--- src/rtl/reorder_buffer_if.sv ---
// Reorder-buffer handshake bundle: allocation, completion, in-order commit and free-list return.
// master drives allocations and completions; slave is the reorder buffer itself.
interface reorder_buffer_if #(
    parameter int unsigned ROB_BITS     = 5,
    parameter int unsigned PRN_BITS     = 6,
    parameter int unsigned MAX_OPERANDS = 3,
    parameter int unsigned NUM_COMPLETE = 2
);
    logic                                   alloc_valid;
    logic [MAX_OPERANDS-1:0]                alloc_old_valid;
    logic [MAX_OPERANDS-1:0][PRN_BITS-1:0]  alloc_old_prn;
    logic                                   alloc_ready;
    logic [ROB_BITS-1:0]                    alloc_idx;
    logic [NUM_COMPLETE-1:0]                complete_valid;
    logic [NUM_COMPLETE-1:0][ROB_BITS-1:0]  complete_idx;
    logic                                   commit_valid;
    logic [ROB_BITS-1:0]                    commit_idx;
    logic [MAX_OPERANDS-1:0]                free_valid;
    logic [MAX_OPERANDS-1:0][PRN_BITS-1:0]  free_prns;
    logic [ROB_BITS:0]                      count;

    modport master (
        output alloc_valid, alloc_old_valid, alloc_old_prn, complete_valid, complete_idx,
        input  alloc_ready, alloc_idx, commit_valid, commit_idx, free_valid, free_prns, count
    );

    modport slave (
        input  alloc_valid, alloc_old_valid, alloc_old_prn, complete_valid, complete_idx,
        output alloc_ready, alloc_idx, commit_valid, commit_idx, free_valid, free_prns, count
    );
endinterface

--- src/rtl/reorder_buffer.sv ---
// Circular reorder buffer: in-order allocate, out-of-order complete, in-order retire with
// overwritten-PRN return. Define ROB_COMPLETE_BYPASS_EN to retire in the head's completion cycle.
module reorder_buffer #(
    parameter int unsigned ROB_BITS     = 5,
    parameter int unsigned PRN_BITS     = 6,
    parameter int unsigned MAX_OPERANDS = 3,
    parameter int unsigned NUM_COMPLETE = 2
) (
    input logic             clk,
    input logic             rst,
    reorder_buffer_if.slave bus
);
    localparam int unsigned DEPTH = 1 << ROB_BITS;
    localparam logic [ROB_BITS:0] FULL_COUNT = (ROB_BITS + 1)'(DEPTH);

    logic [DEPTH-1:0]                      r_valid;
    logic [DEPTH-1:0]                      r_done;
    logic [MAX_OPERANDS-1:0]               r_old_valid [DEPTH];
    logic [MAX_OPERANDS-1:0][PRN_BITS-1:0] r_old_prn   [DEPTH];
    logic [ROB_BITS-1:0]                   r_head;
    logic [ROB_BITS-1:0]                   r_tail;
    logic [ROB_BITS:0]                     r_count;
    logic [MAX_OPERANDS-1:0]               r_free_valid;
    logic [MAX_OPERANDS-1:0][PRN_BITS-1:0] r_free_prns;

    logic                                  w_alloc_ready;
    logic                                  w_alloc;
    logic                                  w_head_done;
    logic                                  w_retire;
    logic [ROB_BITS:0]                     w_count_next;

    // Readiness comes from the registered count only, so a same-cycle retire never frees a slot.
    assign w_alloc_ready = (r_count != FULL_COUNT);
    assign w_alloc       = bus.alloc_valid && w_alloc_ready;

`ifdef ROB_COMPLETE_BYPASS_EN
    always_comb begin
        w_head_done = r_done[r_head];
        for (int k = 0; k < int'(NUM_COMPLETE); k++) begin
            if (bus.complete_valid[k] && (bus.complete_idx[k] == r_head)) begin
                w_head_done = 1'b1;
            end
        end
    end
`else
    assign w_head_done = r_done[r_head];
`endif

    // An empty buffer has no valid head, so this also blocks retirement when count is zero.
    assign w_retire = !rst && r_valid[r_head] && w_head_done;

    always_comb begin
        w_count_next = r_count;
        if (w_alloc && !w_retire) begin
            w_count_next = r_count + 1'b1;
        end else if (!w_alloc && w_retire) begin
            w_count_next = r_count - 1'b1;
        end
    end

    always_ff @(posedge clk) begin
        if (rst) begin
            r_valid      <= '0;
            r_done       <= '0;
            r_head       <= '0;
            r_tail       <= '0;
            r_count      <= '0;
            r_free_valid <= '0;
            r_free_prns  <= '0;
        end else begin
            // Completion to a not-yet-valid entry (including one allocated this cycle) is dropped.
            for (int k = 0; k < int'(NUM_COMPLETE); k++) begin
                if (bus.complete_valid[k] && r_valid[bus.complete_idx[k]]) begin
                    r_done[bus.complete_idx[k]] <= 1'b1;
                end
            end
            if (w_retire) begin
                r_valid[r_head] <= 1'b0;
                r_done[r_head]  <= 1'b0;
                r_head          <= r_head + 1'b1;
                r_free_valid    <= r_old_valid[r_head];
                r_free_prns     <= r_old_prn[r_head];
            end else begin
                r_free_valid    <= '0;
            end
            if (w_alloc) begin
                r_valid[r_tail] <= 1'b1;
                r_done[r_tail]  <= 1'b0;
                r_tail          <= r_tail + 1'b1;
            end
            r_count <= w_count_next;
        end
    end

    // Payload storage needs no reset: it is only read behind a valid bit.
    always_ff @(posedge clk) begin
        if (!rst && w_alloc) begin
            r_old_valid[r_tail] <= bus.alloc_old_valid;
            r_old_prn[r_tail]   <= bus.alloc_old_prn;
        end
    end

    assign bus.alloc_ready  = w_alloc_ready;
    assign bus.alloc_idx    = r_tail;
    assign bus.commit_valid = w_retire;
    assign bus.commit_idx   = r_head;
    assign bus.free_valid   = r_free_valid;
    assign bus.free_prns    = r_free_prns;
    assign bus.count        = r_count;
endmodule

--- src/flat_wrapper.sv ---
// flat-port wrapper written by rule: the top's interface ports become plain ports
module reorder_buffer_flat 
#(
    parameter int unsigned ROB_BITS     = 5,
    parameter int unsigned PRN_BITS     = 6,
    parameter int unsigned MAX_OPERANDS = 3,
    parameter int unsigned NUM_COMPLETE = 2
)
  (clk, rst, bus_alloc_valid, bus_alloc_old_valid, bus_alloc_old_prn, bus_complete_valid, bus_complete_idx, bus_alloc_ready, bus_alloc_idx, bus_commit_valid, bus_commit_idx, bus_free_valid, bus_free_prns, bus_count);
  reorder_buffer_if #(.ROB_BITS(ROB_BITS), .PRN_BITS(PRN_BITS), .MAX_OPERANDS(MAX_OPERANDS), .NUM_COMPLETE(NUM_COMPLETE)) bus_i ();
  input logic clk;
  input logic rst;
  input wire logic [$bits(bus_i.alloc_valid)-1:0] bus_alloc_valid;
  input wire logic [$bits(bus_i.alloc_old_valid)-1:0] bus_alloc_old_valid;
  input wire logic [$bits(bus_i.alloc_old_prn)-1:0] bus_alloc_old_prn;
  input wire logic [$bits(bus_i.complete_valid)-1:0] bus_complete_valid;
  input wire logic [$bits(bus_i.complete_idx)-1:0] bus_complete_idx;
  output wire logic [$bits(bus_i.alloc_ready)-1:0] bus_alloc_ready;
  output wire logic [$bits(bus_i.alloc_idx)-1:0] bus_alloc_idx;
  output wire logic [$bits(bus_i.commit_valid)-1:0] bus_commit_valid;
  output wire logic [$bits(bus_i.commit_idx)-1:0] bus_commit_idx;
  output wire logic [$bits(bus_i.free_valid)-1:0] bus_free_valid;
  output wire logic [$bits(bus_i.free_prns)-1:0] bus_free_prns;
  output wire logic [$bits(bus_i.count)-1:0] bus_count;
  assign bus_i.alloc_valid = bus_alloc_valid;
  assign bus_i.alloc_old_valid = bus_alloc_old_valid;
  assign bus_i.alloc_old_prn = bus_alloc_old_prn;
  assign bus_i.complete_valid = bus_complete_valid;
  assign bus_i.complete_idx = bus_complete_idx;
  assign bus_alloc_ready = bus_i.alloc_ready;
  assign bus_alloc_idx = bus_i.alloc_idx;
  assign bus_commit_valid = bus_i.commit_valid;
  assign bus_commit_idx = bus_i.commit_idx;
  assign bus_free_valid = bus_i.free_valid;
  assign bus_free_prns = bus_i.free_prns;
  assign bus_count = bus_i.count;
  reorder_buffer #(.ROB_BITS(ROB_BITS), .PRN_BITS(PRN_BITS), .MAX_OPERANDS(MAX_OPERANDS), .NUM_COMPLETE(NUM_COMPLETE)) u_core (.clk(clk), .rst(rst), .bus(bus_i));
endmodule
--- config.mk ---
export PLATFORM = sky130hd
export DESIGN_NAME = reorder_buffer_flat
export DESIGN_NICKNAME = d
export VERILOG_FILES = /design/src/rtl/reorder_buffer_if.sv /design/src/rtl/reorder_buffer.sv /design/src/flat_wrapper.sv
export SDC_FILE = /design/constraint.sdc
export NUM_CORES = 1
export LEC_CHECK = 0
export BUFFER_PORTS_ARGS = -buffer_cell sky130_fd_sc_hd__buf_4
export CAP_MARGIN = 20
export CORE_MARGIN = 3
export CORE_UTILIZATION = 50
export DETAILED_ROUTE_END_ITERATION = 10
export GPL_ROUTABILITY_DRIVEN = 0
export HOLD_SLACK_MARGIN = 0.03
export PLACE_DENSITY_LB_ADDON = 0.25
export REMOVE_ABC_BUFFERS = 1
export SLEW_MARGIN = 20
export SYNTH_ARGS = -nofsm -noshare
export SYNTH_HDL_FRONTEND = slang
export SYNTH_SLANG_ARGS = --single-unit
--- constraint.sdc ---
create_clock -name clk -period 9.71 [get_ports clk]
set_clock_uncertainty 0.15 [all_clocks]
set_input_delay 0.971 -clock clk [delete_from_list [all_inputs] [get_ports clk]]
set_output_delay 0.971 -clock clk [all_outputs]
set_load 0.01 [all_outputs]
# After elaboration in Yosys (flattened, before gate mapping)
# Memories as Yosys holds them, arrays and structs flattened. A register that Yosys moved wholly into a read port is not among the register bits.
# Index checks and enable logic that the tools add are counted.
[totals] ff_bits=80 latch_bits=0 ramBits=672 romBits=0 inputBits=36 output_inout_bits=39 word_cells=76 memories=2
[mem_list] name="u_core.r_old_prn" words=32 width=18 read_ports=1 rd_ports_with_merged_regs=1 write_ports=1 line="reorder_buffer.sv:19" text="logic [MAX_OPERANDS-1:0][PRN_BITS-1:0] r_old_prn [DEPTH];"
[mem_list] name="u_core.r_old_valid" words=32 width=3 read_ports=1 rd_ports_with_merged_regs=1 write_ports=1 line="reorder_buffer.sv:18" text="logic [MAX_OPERANDS-1:0] r_old_valid [DEPTH];"
[classes] add_sub_neg=4 n_mul=0 n_div=0 n_lt_le_gt_ge=8 eq_ne=1 shifts=0 n_mux=30 bitwise_logic=9 reduce_logical=17
[op_table] cell="32-bit 2-to-1 mux" count=10
[op_table] cell="32-bit AND" count=3
[op_table] cell="32-bit bitwise OR" count=3
[op_table] cell="32-bit NOT" count=2
[op_table] cell="5-bit by 6-bit < comparator with 1-bit output, second input constant" count=4
[op_table] cell="1-bit binary-select mux with 5-bit select" count=4
[op_table] cell="1-bit demux with 5-bit select" count=4
[op_table] cell="5-bit by 1-bit greater-or-equal comparator with 1-bit output, second input constant" count=4
[op_table] cell="1-bit logical AND" count=12
[op_table] cell="6-bit 2-to-1 mux" count=2
[op_table] cell="5-bit by 1-bit adder with 5-bit output, second input constant" count=2
[op_table] cell="1-bit 2-to-1 mux" count=10
[op_table] cell="6-bit by 1-bit adder with 6-bit output, second input constant" count=1
[op_table] cell="6-bit != test, second input constant" count=1
[op_table] cell="6-bit by 1-bit subtractor with 6-bit output, second input constant" count=1
[op_table] cell="1-bit zero test" count=3
[op_table] cell="2-bit nonzero test" count=1
[op_table] cell="2-bit OR reduction" count=1
[op_table] cell="1-bit NOT" count=1

# Depth between registers and ports, before layout
[depth] ltp_word=15 depth_mapped=20 ltp_nobuf=15

# Least setup slack after synthesis
# No wires, ideal clock.
[synth_timing] kind="reg-to-reg" startpoint="register u_core.r_head[0] (netlist: u_core.bus.commit_idx[0])" endpoint="register u_core.r_count[5] (netlist: u_core.bus.count[5])" arrival_time_ns=3.954 required_ns=9.439 path_slack_ns=5.485 path_stages_with_launch=18 path_buffers=3 cell_sequence="dfxtp_1 > buf_2 > mux4_2 > a221oi_4 > a311o_1 > buf_4 > nor2_4 > buf_6 > inv_2 > ha_1 > inv_1 > ha_1 > a21o_1 > a21oi_1 > o21bai_1 > a21oi_1 > mux2i_1 > mux2_2"
[synth_between] elab_chain_cells=7 word_cells_on_any_way=11 cone_classes="mux: 5; reduce/logical: 6"
[synth_rtl] element="start, declared" line="reorder_buffer.sv:20" text="logic [ROB_BITS-1:0] r_head;"
[synth_rtl] element="start signal, assigned" line="reorder_buffer.sv:80" text="r_head <= r_head + 1'b1;"
[synth_rtl] element="1-bit binary-select mux with 5-bit select" line="reorder_buffer.sv:50" text="assign w_retire = !rst && r_valid[r_head] && w_head_done;"
[synth_rtl] element="1-bit 2-to-1 mux (not written as such)" line="reorder_buffer.sv:50"
[synth_rtl] element="1-bit logical AND" line="reorder_buffer.sv:50"
[synth_rtl] element="1-bit logical AND (*)" line="reorder_buffer.sv:50"
[synth_rtl] element="1-bit zero test" line="reorder_buffer.sv:54" text="if (w_alloc && !w_retire) begin"
[synth_rtl] element="1-bit logical AND" line="reorder_buffer.sv:54"
[synth_rtl] element="6-bit 2-to-1 mux / 2-bit nonzero test (equally long branches)"
[synth_rtl] element="end signal, assigned" line="reorder_buffer.sv:91" text="r_count <= w_count_next;"
[synth_rtl] element="end, declared" line="reorder_buffer.sv:22" text="logic [ROB_BITS:0] r_count;"
# Every way passes the cells marked *; elsewhere a longest branch is shown, timed or not. The select of a mux whose other input is x is not followed.
# A chain may end at the register's enable or synchronous reset.

# Worst setup path after layout
[layout_timing] startpoint="register u_core.r_head[2] (netlist: u_core.bus.commit_idx[2])" endpoint="output port bus_commit_valid"
[layout_between] elab_chain_cells=4 word_cells_on_any_way=6 cone_classes="mux: 4; reduce/logical: 2"
[layout_rtl] element="1-bit binary-select mux with 5-bit select" line="reorder_buffer.sv:50"
[layout_rtl] element="1-bit 2-to-1 mux (not written as such)" line="reorder_buffer.sv:50"
[layout_rtl] element="1-bit logical AND" line="reorder_buffer.sv:50"
[layout_rtl] element="1-bit logical AND (*)" line="reorder_buffer.sv:50"
[layout_rtl] element="end, declared" line="flat_wrapper.sv:20" text="output wire logic [$bits(bus_i.commit_valid)-1:0] bus_commit_valid;"
# Marks and branches as above.

==> metrics.txt <==
Seq pwr share=0.516; Core Rows=91; dpl cells=2,534; I/O Pins=75; CTS Buf Count=80; Crit Path Max Fanout=27; Via Count=17,400; Adder-Cell Fraction of Synth Area=0.00579; initial antenna violation count=1; part of the power in the clock network=0.444; Final Hold Fails=0; initial drt markers=2,100; synth top area cells=edfxtp_1, mux4_2, dfxtp_1; EDFF count, synth=672; vias in the first global route=17,500; final cell count without fillers=2,684; area leader, netlist=edfxtp_1; post-synthesis mux area share=0.143; post-synthesis xor/xnor area fraction=0.00194; CP required=8.59 ns; Routed WL per cell=30.2 µm; R2R Setup Slk=4.35 ns; layout cells sized above 1=0.283; r2r worst-path depth=16; fill cell count=4,606; Starting Density=0.509; total global routing track utilization=0.247; drt first pass iters=6; Slew headroom=0.246; Setup crit end=bus_commit_valid; Slew Limit Fails=0; RSZ-0062 raised after global routing=false; Setup Buffers After CTS=0; cell area after synthesis=0.0316 mm²; reg-to-reg startpoint=u_core.bus.commit_idx[2]$_SDFFE_PP0N_; CP arrival=4.32 ns; Worst Path Buf+Inv=2; Residual DRC=0; latest clock arrival within the worst-skew pair=0.64 ns; first-pass GRT wire length=119 mm; pwr dens=197 mW/mm²; CTS max path bufs=3; CP startpoint kind=flop; DIE HEIGHT=257 µm; VDD IR max=0.000204 V; diode count=0; Crit path max-delay family=simple AND/OR/NAND/NOR gates; Final HPWL DP=45.2 mm; root buf cell=clkbuf_16; Internal=5.60 mW; CP peak stage delay=0.99 ns; hold buffer count at CTS=0; combinational share of power=0.040; die area=0.0662 mm²; Worst-Margin Slew=1.13 ns; Post-synth ARST share=0; Synth cell types=78; sw frac=0.209; final net count=1,831; grt total ovfl=0; Post-Synth Simple-Gate Area=0.0447; clock sink count=773; crit share post-route=0.560; CTS tree=yes; commonest non-fill, non-tap cells in the layout=edfxtp_1, mux4_2, buf_4, dfxtp_1, clkbuf_16; FMAX=0.184 GHz; Post-Route WL=81.1 mm; post_cts resized=0; worst setup path start=u_core.bus.commit_idx[2]$_SDFFE_PP0N_; vias per cell=6.47; number of routed nets with antenna violations=0; Ys Warns=0; most frequent CP cell=buf_4; Seq/Total Area, Yosys=0.703; Worst path depth=7; critical path endpoint category=output pin; commonest non-fill, non-tap cell in the layout=edfxtp_1; run status=complete, no violations; Critical-path top delay cell=and3b_2; Synth Flop Type=edfxtp_1; die extent in x=257 µm; maxcap violations=0; post-layout power=7.08 mW; fin util=0.579; clock slew at reported path FFs=0.06 ns; Core Region=0.0621 mm²; P_sw=1.48 mW; main combinational cell family by area after synthesis=multiplexers; Cells after Synth=1,709; capture point of the worst reg-to-reg path=u_core.bus.count[5]$_SDFFE_PP0P_; FF+latch count, synth=773; P&R area growth vs syn=13.7%; compound-cell area share of the yosys netlist=0.0796; Lkg Pwr=11.1 nW; I/O Buffers=74; min cycle time layout=5.44 ns; critical path type=flop to output pin; critical path, cell by cell=and3b_2 -> a22o_1 -> a221oi_4 -> a311o_1 -> nor2_4 -> buf_4 -> buf_4; top cell type's share of synthesized area=0.639; Mean Syn Cell Area=18.5 µm²; # setup viols final=0; Hold Crit Class=flop to flop; H-tree level count=3; largest net degree at the start of global routing=154
cell families after synthesis:
logic type      count (synthesis)
flops                         773
compound gates                291
simple gates                  257
mux                           227
buf+inv                       140
fa+ha+maj                      14
xor+xnor                        7
power groups by stage:
stage                     sequential (mW)  clock, mW  combinational [mW]
after floorplan                      3.73          0               0.136
after CTS                            3.66       3.18               0.274
after global routing                 3.66       3.31               0.305
after global placement               3.73          0               0.265
final                                3.66       3.14               0.282
after detailed placement             3.73          0               0.273
layer usage:
| metal | share of wire | GRT usage | up-vias | wire length, µm |
|---|---|---|---|---|
| met5 | 0.00014 | 0 | - | 11 |
| met4 | 0.039 | 0.0880 | 2 | 3130 |
| met3 | 0.076 | 0.0457 | 184 | 6160 |
| met2 | 0.46 | 0.378 | 861 | 37400 |
| met1 | 0.42 | 0.360 | 9077 | 34400 |
| li1 | - | - | 7245 | - |
worst min path at each step:
stage | from | endpoint | slack (ns) | cells past startpoint
6_report | u_core.r_valid[6]$_SDFF_PP0_ | u_core.r_valid[6]$_SDFF_PP0_ | 0.35 | 2
5_1_grt | u_core.r_valid[2]$_SDFF_PP0_ | u_core.r_valid[2]$_SDFF_PP0_ | 0.37 | 2
3_3_place_gp | u_core.r_valid[6]$_SDFF_PP0_ | u_core.r_valid[6]$_SDFF_PP0_ | 0.31 | 2
4_1_cts | u_core.r_valid[2]$_SDFF_PP0_ | u_core.r_valid[2]$_SDFF_PP0_ | 0.34 | 2
2_1_floorplan | u_core.r_valid[2]$_SDFF_PP0_ | u_core.r_valid[2]$_SDFF_PP0_ | 0.30 | 2
3_5_place_dp | u_core.r_valid[2]$_SDFF_PP0_ | u_core.r_valid[2]$_SDFF_PP0_ | 0.33 | 2
layout make-up:
| cell class | count | area (µm²) | share of cell area |
|---|---|---|---|
| Timing Repair Buffer | 106 | 881 | 0.0245 |
| Tap cell | 837 | 1050 | 0.0292 |
| Inverter | 24 | 90.1 | 0.00251 |
| Sequential cell | 773 | 22200 | 0.619 |
| Clock inverter | 48 | 603 | 0.0168 |
| Clock buffer | 100 | 2120 | 0.0590 |
| Multi-Input combinational cell | 796 | 8950 | 0.249 |
metrics by stage:
step / cell area [µm²] / setup WS (ns) / hold WS (ns) / TNS [ns]
floorplan: 31000 / -2.48 / 0.295 / -126.62
global placement: 33100 / 4.54 / 0.311 / 0
detailed placement: 33100 / 4.43 / 0.332 / 0
CTS: 35800 / 4.36 / 0.343 / 0
global route: 35900 / 4.09 / 0.368 / 0
finish: 35900 / 4.27 / 0.350 / 0
worst reg2reg max path, delay by kind of cell, from the launching register on:
kind            cells  cell delay [ns]
compound gates      7             1.62
fa+ha+maj           2             0.53
buf+inv             3             0.68
flops               1             0.94
mux                 2             0.56
simple gates        2             0.79
state kept, by name (all words and copies together), names as in the netlist:
register	count
u_core.bus.free_prns	18
u_core.r_done	32
u_core.r_old_valid	96
u_core.bus.count	6
u_core.r_old_prn	576
u_core.bus.free_valid	3
u_core.r_valid	32
u_core.bus.alloc_idx	5
u_core.bus.commit_idx	5
cells in the mapped netlist, drive strengths merged (23+ instances only):
cell type / instances
a211oi: 27
a21o: 23
a21oi: 35
a221oi: 47
a22oi: 47
and3: 23
buf: 75
clkbuf: 41
dfxtp: 101
edfxtp: 672
inv: 24
mux2i: 41
mux4: 178
nand2: 30
nor2: 98
nor3b: 26
Note: power is estimated with default switching activity, not from simulation.
